### src/rtl/regfile_pkg.sv
// regfile_pkg: shared defaults, types and constants for the multi-port register file
package regfile_pkg;
  localparam int DEF_XLEN = 32;
  localparam int DEF_NREGS = 32;
  localparam int AW = $clog2(DEF_NREGS);
  typedef logic [AW-1:0] reg_addr_t;
  typedef logic [DEF_XLEN-1:0] xlen_t;
  localparam reg_addr_t ZERO_ADDR = '0;
endpackage

### src/rtl/regfile_mp_if.sv
// regfile_mp_if: read, write, reservation and flush bus of the multi-port register file
interface regfile_mp_if #(
  parameter int XLEN = 32,
  parameter int NREGS = 32,
  parameter int NUM_RD = 2,
  parameter int NUM_WR = 2
) ();
  localparam int AW = $clog2(NREGS);
  logic [NUM_RD-1:0][AW-1:0] rd_addr_i;
  logic [NUM_RD-1:0][XLEN-1:0] rd_data_o;
  logic [NUM_RD-1:0] rd_busy_o;
  logic [NUM_WR-1:0] wr_en_i;
  logic [NUM_WR-1:0][AW-1:0] wr_addr_i;
  logic [NUM_WR-1:0][XLEN-1:0] wr_data_i;
  logic rsv_en_i;
  logic [AW-1:0] rsv_addr_i;
  logic rsv_ok_o;
  logic flush_i;
  logic [AW:0] busy_cnt_o;
  modport slave (
    input rd_addr_i, wr_en_i, wr_addr_i, wr_data_i, rsv_en_i, rsv_addr_i, flush_i,
    output rd_data_o, rd_busy_o, rsv_ok_o, busy_cnt_o
  );
  modport master (
    output rd_addr_i, wr_en_i, wr_addr_i, wr_data_i, rsv_en_i, rsv_addr_i, flush_i,
    input rd_data_o, rd_busy_o, rsv_ok_o, busy_cnt_o
  );
endinterface

### src/rtl/regfile_busy_tracker.sv
// regfile_busy_tracker: busy-bit scoreboard with reservation, writeback clear, flush and busy count
module regfile_busy_tracker
  import regfile_pkg::*;
#(
  parameter int NREGS = 32,
  parameter int NUM_WR = 2,
  parameter int ZERO_REG = 1
) (
  input  logic clk_i,
  input  logic rst_ni,
  input  logic [NUM_WR-1:0] wr_en_i,
  input  logic [NUM_WR-1:0][$clog2(NREGS)-1:0] wr_addr_i,
  input  logic rsv_en_i,
  input  logic [$clog2(NREGS)-1:0] rsv_addr_i,
  input  logic flush_i,
  output logic [NREGS-1:0] busy_o,
  output logic rsv_ok_o,
  output logic [$clog2(NREGS):0] busy_cnt_o
);
  localparam int AW = $clog2(NREGS);
  localparam bit ZR = ZERO_REG != 0;
  logic [NREGS-1:0] busy_q, busy_d;
  logic [AW:0] cnt_q;
  logic rsv_zero, rsv_wr, rsv_acc;
  // next busy vector: writeback clears, accepted reservation sets (wins), flush clears all
  always_comb begin
    rsv_wr = 1'b0;
    for (int j = 0; j < NUM_WR; j++) rsv_wr = rsv_wr | (wr_en_i[j] && wr_addr_i[j] == rsv_addr_i);
    rsv_zero = ZR && rsv_addr_i == AW'(ZERO_ADDR);
    rsv_acc = rsv_en_i && (rsv_zero || !busy_q[rsv_addr_i] || rsv_wr);
    busy_d = busy_q;
    for (int j = 0; j < NUM_WR; j++) if (wr_en_i[j]) busy_d[wr_addr_i[j]] = 1'b0;
    if (rsv_acc && !rsv_zero) busy_d[rsv_addr_i] = 1'b1;
    busy_d = flush_i ? '0 : busy_d;
    if (ZR) busy_d[0] = 1'b0;
  end
  // busy vector and its registered population count
  always_ff @(posedge clk_i or negedge rst_ni) begin
    if (!rst_ni) begin
      busy_q <= '0;
      cnt_q <= '0;
    end else begin
      busy_q <= busy_d;
      cnt_q <= (AW + 1)'($countones(busy_d));
    end
  end
  assign rsv_ok_o = !rsv_en_i || rsv_acc;
  assign busy_o = busy_q;
  assign busy_cnt_o = cnt_q;
endmodule

### src/rtl/regfile_mp.sv
// regfile_mp: multi-port register file with busy scoreboard; REGFILE_BYPASS_EN enables write-to-read forwarding
module regfile_mp
  import regfile_pkg::*;
#(
  parameter int XLEN = DEF_XLEN,
  parameter int NREGS = DEF_NREGS,
  parameter int NUM_RD = 2,
  parameter int NUM_WR = 2,
  parameter int ZERO_REG = 1
) (
  input logic clk_i,
  input logic rst_ni,
  regfile_mp_if.slave bus
);
  localparam int AW = $clog2(NREGS);
  localparam bit ZR = ZERO_REG != 0;
  logic [XLEN-1:0] regs [NREGS];
  logic [NREGS-1:0] busy;
  logic [NUM_RD-1:0][XLEN-1:0] rd_data;
  logic [NUM_RD-1:0] rd_busy;
  regfile_busy_tracker #(.NREGS(NREGS), .NUM_WR(NUM_WR), .ZERO_REG(ZERO_REG)) u_busy (
    .clk_i(clk_i),
    .rst_ni(rst_ni),
    .wr_en_i(bus.wr_en_i),
    .wr_addr_i(bus.wr_addr_i),
    .rsv_en_i(bus.rsv_en_i),
    .rsv_addr_i(bus.rsv_addr_i),
    .flush_i(bus.flush_i),
    .busy_o(busy),
    .rsv_ok_o(bus.rsv_ok_o),
    .busy_cnt_o(bus.busy_cnt_o)
  );
  // writes applied high-to-low port index so the lowest enabled port lands last and wins
  always_ff @(posedge clk_i or negedge rst_ni) begin
    if (!rst_ni) begin
      for (int r = 0; r < NREGS; r++) regs[r] <= '0;
    end else begin
      for (int j = NUM_WR - 1; j >= 0; j--)
        if (bus.wr_en_i[j] && !(ZR && bus.wr_addr_i[j] == AW'(ZERO_ADDR)))
          regs[bus.wr_addr_i[j]] <= bus.wr_data_i[j];
    end
  end
  // combinational reads with optional same-cycle forwarding; zero register masks everything
  always_comb begin
    for (int i = 0; i < NUM_RD; i++) begin
      rd_data[i] = regs[bus.rd_addr_i[i]];
      rd_busy[i] = busy[bus.rd_addr_i[i]];
`ifdef REGFILE_BYPASS_EN
      for (int j = NUM_WR - 1; j >= 0; j--)
        if (bus.wr_en_i[j] && bus.wr_addr_i[j] == bus.rd_addr_i[i]) begin
          rd_data[i] = bus.wr_data_i[j];
          rd_busy[i] = 1'b0;
        end
`else
`endif
      if (ZR && bus.rd_addr_i[i] == AW'(ZERO_ADDR)) begin
        rd_data[i] = '0;
        rd_busy[i] = 1'b0;
      end
    end
  end
  assign bus.rd_data_o = rd_data;
  assign bus.rd_busy_o = rd_busy;
endmodule

### src/flat_wrapper.sv
// flat-port wrapper written by rule: the top's interface ports become plain ports
module regfile_mp_flat import regfile_pkg::*;
#(
  parameter int XLEN = DEF_XLEN,
  parameter int NREGS = DEF_NREGS,
  parameter int NUM_RD = 2,
  parameter int NUM_WR = 2,
  parameter int ZERO_REG = 1
)
  (clk_i, rst_ni, bus_rd_addr_i, bus_wr_en_i, bus_wr_addr_i, bus_wr_data_i, bus_rsv_en_i, bus_rsv_addr_i, bus_flush_i, bus_rd_data_o, bus_rd_busy_o, bus_rsv_ok_o, bus_busy_cnt_o);
  regfile_mp_if #(.XLEN(XLEN), .NREGS(NREGS), .NUM_RD(NUM_RD), .NUM_WR(NUM_WR)) bus_i ();
  input logic clk_i;
  input logic rst_ni;
  input wire logic [$bits(bus_i.rd_addr_i)-1:0] bus_rd_addr_i;
  input wire logic [$bits(bus_i.wr_en_i)-1:0] bus_wr_en_i;
  input wire logic [$bits(bus_i.wr_addr_i)-1:0] bus_wr_addr_i;
  input wire logic [$bits(bus_i.wr_data_i)-1:0] bus_wr_data_i;
  input wire logic [$bits(bus_i.rsv_en_i)-1:0] bus_rsv_en_i;
  input wire logic [$bits(bus_i.rsv_addr_i)-1:0] bus_rsv_addr_i;
  input wire logic [$bits(bus_i.flush_i)-1:0] bus_flush_i;
  output wire logic [$bits(bus_i.rd_data_o)-1:0] bus_rd_data_o;
  output wire logic [$bits(bus_i.rd_busy_o)-1:0] bus_rd_busy_o;
  output wire logic [$bits(bus_i.rsv_ok_o)-1:0] bus_rsv_ok_o;
  output wire logic [$bits(bus_i.busy_cnt_o)-1:0] bus_busy_cnt_o;
  assign bus_i.rd_addr_i = bus_rd_addr_i;
  assign bus_i.wr_en_i = bus_wr_en_i;
  assign bus_i.wr_addr_i = bus_wr_addr_i;
  assign bus_i.wr_data_i = bus_wr_data_i;
  assign bus_i.rsv_en_i = bus_rsv_en_i;
  assign bus_i.rsv_addr_i = bus_rsv_addr_i;
  assign bus_i.flush_i = bus_flush_i;
  assign bus_rd_data_o = bus_i.rd_data_o;
  assign bus_rd_busy_o = bus_i.rd_busy_o;
  assign bus_rsv_ok_o = bus_i.rsv_ok_o;
  assign bus_busy_cnt_o = bus_i.busy_cnt_o;
  regfile_mp #(.XLEN(XLEN), .NREGS(NREGS), .NUM_RD(NUM_RD), .NUM_WR(NUM_WR), .ZERO_REG(ZERO_REG)) u_core (.clk_i(clk_i), .rst_ni(rst_ni), .bus(bus_i));
endmodule
### config.mk
export PLATFORM = sky130hd
export DESIGN_NAME = regfile_mp_flat
export DESIGN_NICKNAME = d
export VERILOG_FILES = /design/src/rtl/regfile_pkg.sv /design/src/rtl/regfile_mp_if.sv /design/src/rtl/regfile_busy_tracker.sv /design/src/rtl/regfile_mp.sv /design/src/flat_wrapper.sv
export SDC_FILE = /design/constraint.sdc
export NUM_CORES = 2
export LEC_CHECK = 0
export BUFFER_PORTS_ARGS = -buffer_cell sky130_fd_sc_hd__buf_2
export CORE_MARGIN = 2
export CORE_UTILIZATION = 45
export CTS_CLUSTER_DIAMETER = 50
export DETAILED_ROUTE_END_ITERATION = 6
export HOLD_SLACK_MARGIN = 0.08
export PLACE_DENSITY_LB_ADDON = 0.3
export SLEW_MARGIN = 5
export SYNTH_ARGS = -nofsm -noshare
export SYNTH_HDL_FRONTEND = slang
export SYNTH_SLANG_ARGS = --single-unit
### constraint.sdc
create_clock -name clk_i -period 10.8 [get_ports clk_i]
set_clock_uncertainty 0.05 [all_clocks]
set_input_delay 0 -clock clk_i [delete_from_list [all_inputs] [get_ports clk_i]]
set_output_delay 0 -clock clk_i [all_outputs]
set_load 0.01 [all_outputs]
==> flow_metrics.py <==
metrics = {
    "setup_path": {
        "rrSetupSlack_ns": 3.74,
        "crit_chain": "dlygate4sd3_1, buf_2, or3_4, dlygate4sd3_1, nor2_1, nand2_4, nand2_1, o21ai_0, fa_1, inv_1, fa_1, fa_1, fa_1, fa_1, inv_1, fa_1, fa_1, fa_1, a21o_1, a21oi_1, xnor2_1",
        "worstSetupStartpointType": "primary input",
        "cp_data_arrival_time_ns": 7.95,
        "required_ns": 11.46,
        "crit_path_frequent_cell": "fa_1",
        "cpMaxStageDelayCell": "nor2_1",
        "cpPeakStageDelay_ns": 0.77,
        "cp_max_fo": 15,
        "crit_path_end_kind": "flip-flop",
        "critPathKind": "primary input to flip-flop",
    },
    "synth": {
        "avgSynthCellArea_um2": 10.8,
        "ys_ff_latch": 1061,
        "synth_warnings": 0,
        "netlist_instances": 6126,
        "ys.flop_type": "dfrtp_1",
        "synth-async-reset-ratio_pct": 100,
        "synth_edf_count": 0,
        "seq_area_frac_synth_pct": 40.1,
        "synth.distinct_cells": 56,
        "synth_area_um2": 66200,
        "syn-num-nets": 6251,
    },
    "finish": {
        "nNetsFinal": 6034,
        "drive_above_1_share_pct": 22.7,
        "finalNonFillerCells": 7956,
        "seqCellArea_um2": 26600,
        "multi_input_area_um2": 36500,
        "syn_to_final_growth_pct": 11.8,
        "num-fill-cells": 12600,
    },
    "worst_hold_path": {
        "hold_path.class": "primary input to flip-flop",
    },
    "global_routing": {
        "antenna_found_initial": 32,
        "grt.overflow.total": 0,
        "first_global_vias": 53300,
        "track_usage_pct": 36.9,
        "grt_max_degree": 161,
        "grt_first_pass_wirelength_um": 399000,
    },
    "drt": {
        "vias": 55600,
        "drc_errors": 1,
        "drtIter0Drc": 8847,
        "drt-pass1-iter-count": 7,
        "via_per_inst": 6.99,
        "ant_nets": 0,
        "wire_per_inst_um": 35.0,
        "routed_wl_um": 279000,
    },
    "clock_tree": {
        "clockBufferDepth": 3,
        "cts_resized": 0,
        "clkLatencyLatePin_ns": 0.80,
        "clock_sinks": 1061,
        "cts.clk_slew.worst_paths_ns": 0.07,
        "root_buffer": "clkbuf_16",
        "cts_tree": "built",
        "cts_buffers": 142,
        "htreeDepth": 4,
    },
    "floorplanning": {
        "die_x_um": 388,
        "die-area_um2": 150000,
        "rows": 140,
        "start_util_pct": 45.4,
        "die_h_um": 388,
        "coreArea_um2": 146000,
        "io_pins": 168,
    },
    "sta": {
        "setup_viol": 0,
        "hold_viol": 0,
        "totalNegativeSetupSlack_ns": 0,
        "timing.final.crit_period_ns": 7.29,
        "relSlewSlack_pct": 5.18,
        "rsz0062_at_grt": "no",
        "maxSlewViolCount": 0,
        "tightest_slew_ns": 1.41,
        "fin_crit_sh_pct": 67.5,
        "timing.fmax_ghz": 0.137,
    },
    "power": {
        "p_per_area_nw_per_um2": 192,
        "ir_worst_vdd_uv": 111,
        "power_mw": 14.2,
        "leakage_nw": 32.3,
    },
    "place": {
        "place_congestion": 0.982,
        "dp_cells": 7554,
        "io_buffers": 167,
        "place.detailed.hpwl_um": 160000,
    },
    "status": {
        "status": "complete, but fails checks",
        "violations": "DRC",
    },
    "flow_run": {
        "maxCapViolations": 0,
    },
}
-- cell families (layout without fill, tap and decap cells) --
| kind of cell | Yosys count | after routing | share of synthesized area [%] |
|---|---|---|---|
| AOI/OAI and AO/OA | 1592 | 1592 | 14.4 |
| xor gates and xnor gates | 13 | 13 | 0.172 |
| adders and majority gates | 30 | 30 | 0.828 |
| buffers and inverters | 874 | 774 | 5.49 |
| DFF | 1061 | 1061 | 40.1 |
| muxes | 1194 | 1194 | 30.6 |
| other | 0 | 13 | 0 |
| and+or+nand+nor | 1362 | 1362 | 8.47 |
-- placed cells by master, fill, tap and decap left out, types with 9 or more instances in the layout --
| cell | netlist | routed |
|---|---|---|
| nand2_1 | 949 | 919 |
| dlygate4sd3_1 | 0 | 127 |
| nor2_1 | 274 | 244 |
| a22oi_1 | 337 | 337 |
| clkinv_2 | 0 | 17 |
| nor3b_1 | 15 | 15 |
| o21a_1 | 14 | 14 |
| inv_6 | 0 | 15 |
| and3_1 | 21 | 20 |
| diode_2 | 0 | 13 |
| nor2_2 | 8 | 15 |
| nor2_4 | 3 | 26 |
| bufinv_16 | 0 | 16 |
| inv_1 | 95 | 95 |
| clkbuf_16 | 0 | 146 |
| buf_4 | 2 | 121 |
| nor3_2 | 0 | 9 |
| o21ai_1 | 138 | 138 |
| clkbuf_8 | 0 | 21 |
| a21oi_1 | 234 | 234 |
| a32oi_1 | 25 | 25 |
| o21ai_0 | 759 | 759 |
| mux2i_1 | 529 | 529 |
| a22oi_2 | 70 | 70 |
| or4bb_1 | 13 | 13 |
| clkbuf_1 | 560 | 23 |
| mux4_2 | 661 | 661 |
| nand2_4 | 0 | 22 |
| dfrtp_1 | 1061 | 1061 |
| buf_2 | 168 | 157 |
| fa_1 | 23 | 23 |
-- layer usage --
metal / part of all wire [%] / GRT usage (%) / wire length (µm)
met2: 43 / 52.3 / 119000
met1: 37 / 48.9 / 102000
met5: 0.14 / 0.606 / 377
met3: 14 / 13.2 / 39100
met4: 6.6 / 21.3 / 18300
-- where the power goes --
group	leakage [nW]	internal (mW)	switching (mW)
registers	13.4	4.92	0.809
clock network	2.43	3.04	2.03
logic	16.5	1.83	1.61
total	32.3	9.79	4.45
-- cell usage after synthesis (2+ instances only) --
library cell	count	area share (%)
xnor2_1	7	0.093
buf_4	2	0.023
and3_4	7	0.12
nand4b_1	5	0.066
a21o_1	3	0.034
o41ai_1	2	0.026
dfrtp_1	1061	40
a22oi_1	337	3.8
mux4_2	661	22
nand3b_1	7	0.079
mux2_2	4	0.068
a22oi_2	70	1.3
or2_1	2	0.019
nand3_1	10	0.076
nor4b_1	3	0.040
nor3b_1	15	0.17
nand2b_1	7	0.066
nor4_1	2	0.019
xor2_1	6	0.079
o21ai_0	759	5.7
nor2_4	3	0.051
inv_1	95	0.54
buf_2	168	1.3
nor2_2	8	0.076
o21a_1	14	0.16
buf_6	18	0.31
nand2_1	949	5.4
mux2i_1	529	8.0
o22ai_1	2	0.019
nor2_1	274	1.6
or3_1	7	0.066
or4bb_1	13	0.22
a21oi_1	234	1.8
and3_1	21	0.20
a32oi_1	25	0.33
fa_1	23	0.70
o21ai_1	138	1.0
ha_1	7	0.13
nor3_1	16	0.12
clkbuf_1	560	3.2
nor2b_1	7	0.066
buf_1	31	0.18
-- timing repair --
| item | in CTS | in global routing |
|---|---|---|
| hold buffers | 128 | 0 |
| hold endpoints to repair | 1475 | 0 |
| setup buffers | 0 | 0 |
-- worst max-delay path, delay by kind of cell --
kind | cells | cell delay (ns)
AOI/OAI and AO/OA | 3 | 0.54
and+or+nand+nor | 4 | 1.75
buffers and inverters | 5 | 1.60
xor gates and xnor gates | 1 | 0.15
adders and majority gates | 8 | 3.90
-- metrics by stage --
stage               util [%]  area, µm²  setup slack [ns]  hold slack [ns]
finish                  50.7      74000              3.51            0.187
global route            50.7      74000              3.32            0.191
CTS                     50.7      74000              3.64            0.120
detailed placement      46.4      67700              3.62           0.0409
global placement        46.4      67700              3.71           0.0512
floorplan                  -      66200              4.59           -0.346
-- sequential cells by signal, summed over array words and instances, names as in the netlist --
name / flops
u_core.u_busy.busy_o: 31
u_core.u_busy.busy_cnt_o: 6
u_core.regs: 1024
-- path summary, 6_finish.rpt --
path | start | end | cells past startpoint
min | bus_wr_data_i[44] | u_core.regs[300]$_DFF_PN0_ | 4
max reg2reg | u_core.u_busy.busy_o[18]$_DFF_PN0_ | u_core.u_busy.busy_cnt_o[4]$_DFF_PN0_ | 21
max | bus_wr_addr_i[7] | u_core.u_busy.busy_cnt_o[4]$_DFF_PN0_ | 21
max in group asynchronous | rst_ni | u_core.regs[468]$_DFF_PN0_ | 5
min in group asynchronous | rst_ni | u_core.regs[94]$_DFF_PN0_ | 4
min reg2reg | u_core.regs[1021]$_DFF_PN0_ | u_core.regs[1021]$_DFF_PN0_ | 0
-- final cells by class --
| class | instances | area share [%] |
|---|---|---|
| clock inverters | 71 | 1.29 |
| repair buffers | 418 | 4.31 |
| clock buffers | 190 | 5.44 |
| inverters | 95 | 0.482 |
| multi-input cells | 4191 | 49.3 |
| diodes | 13 | 0.0440 |
| flip-flops and latches | 1061 | 35.9 |
| well taps | 1917 | 3.24 |
Power figures use the tool's default switching activity.
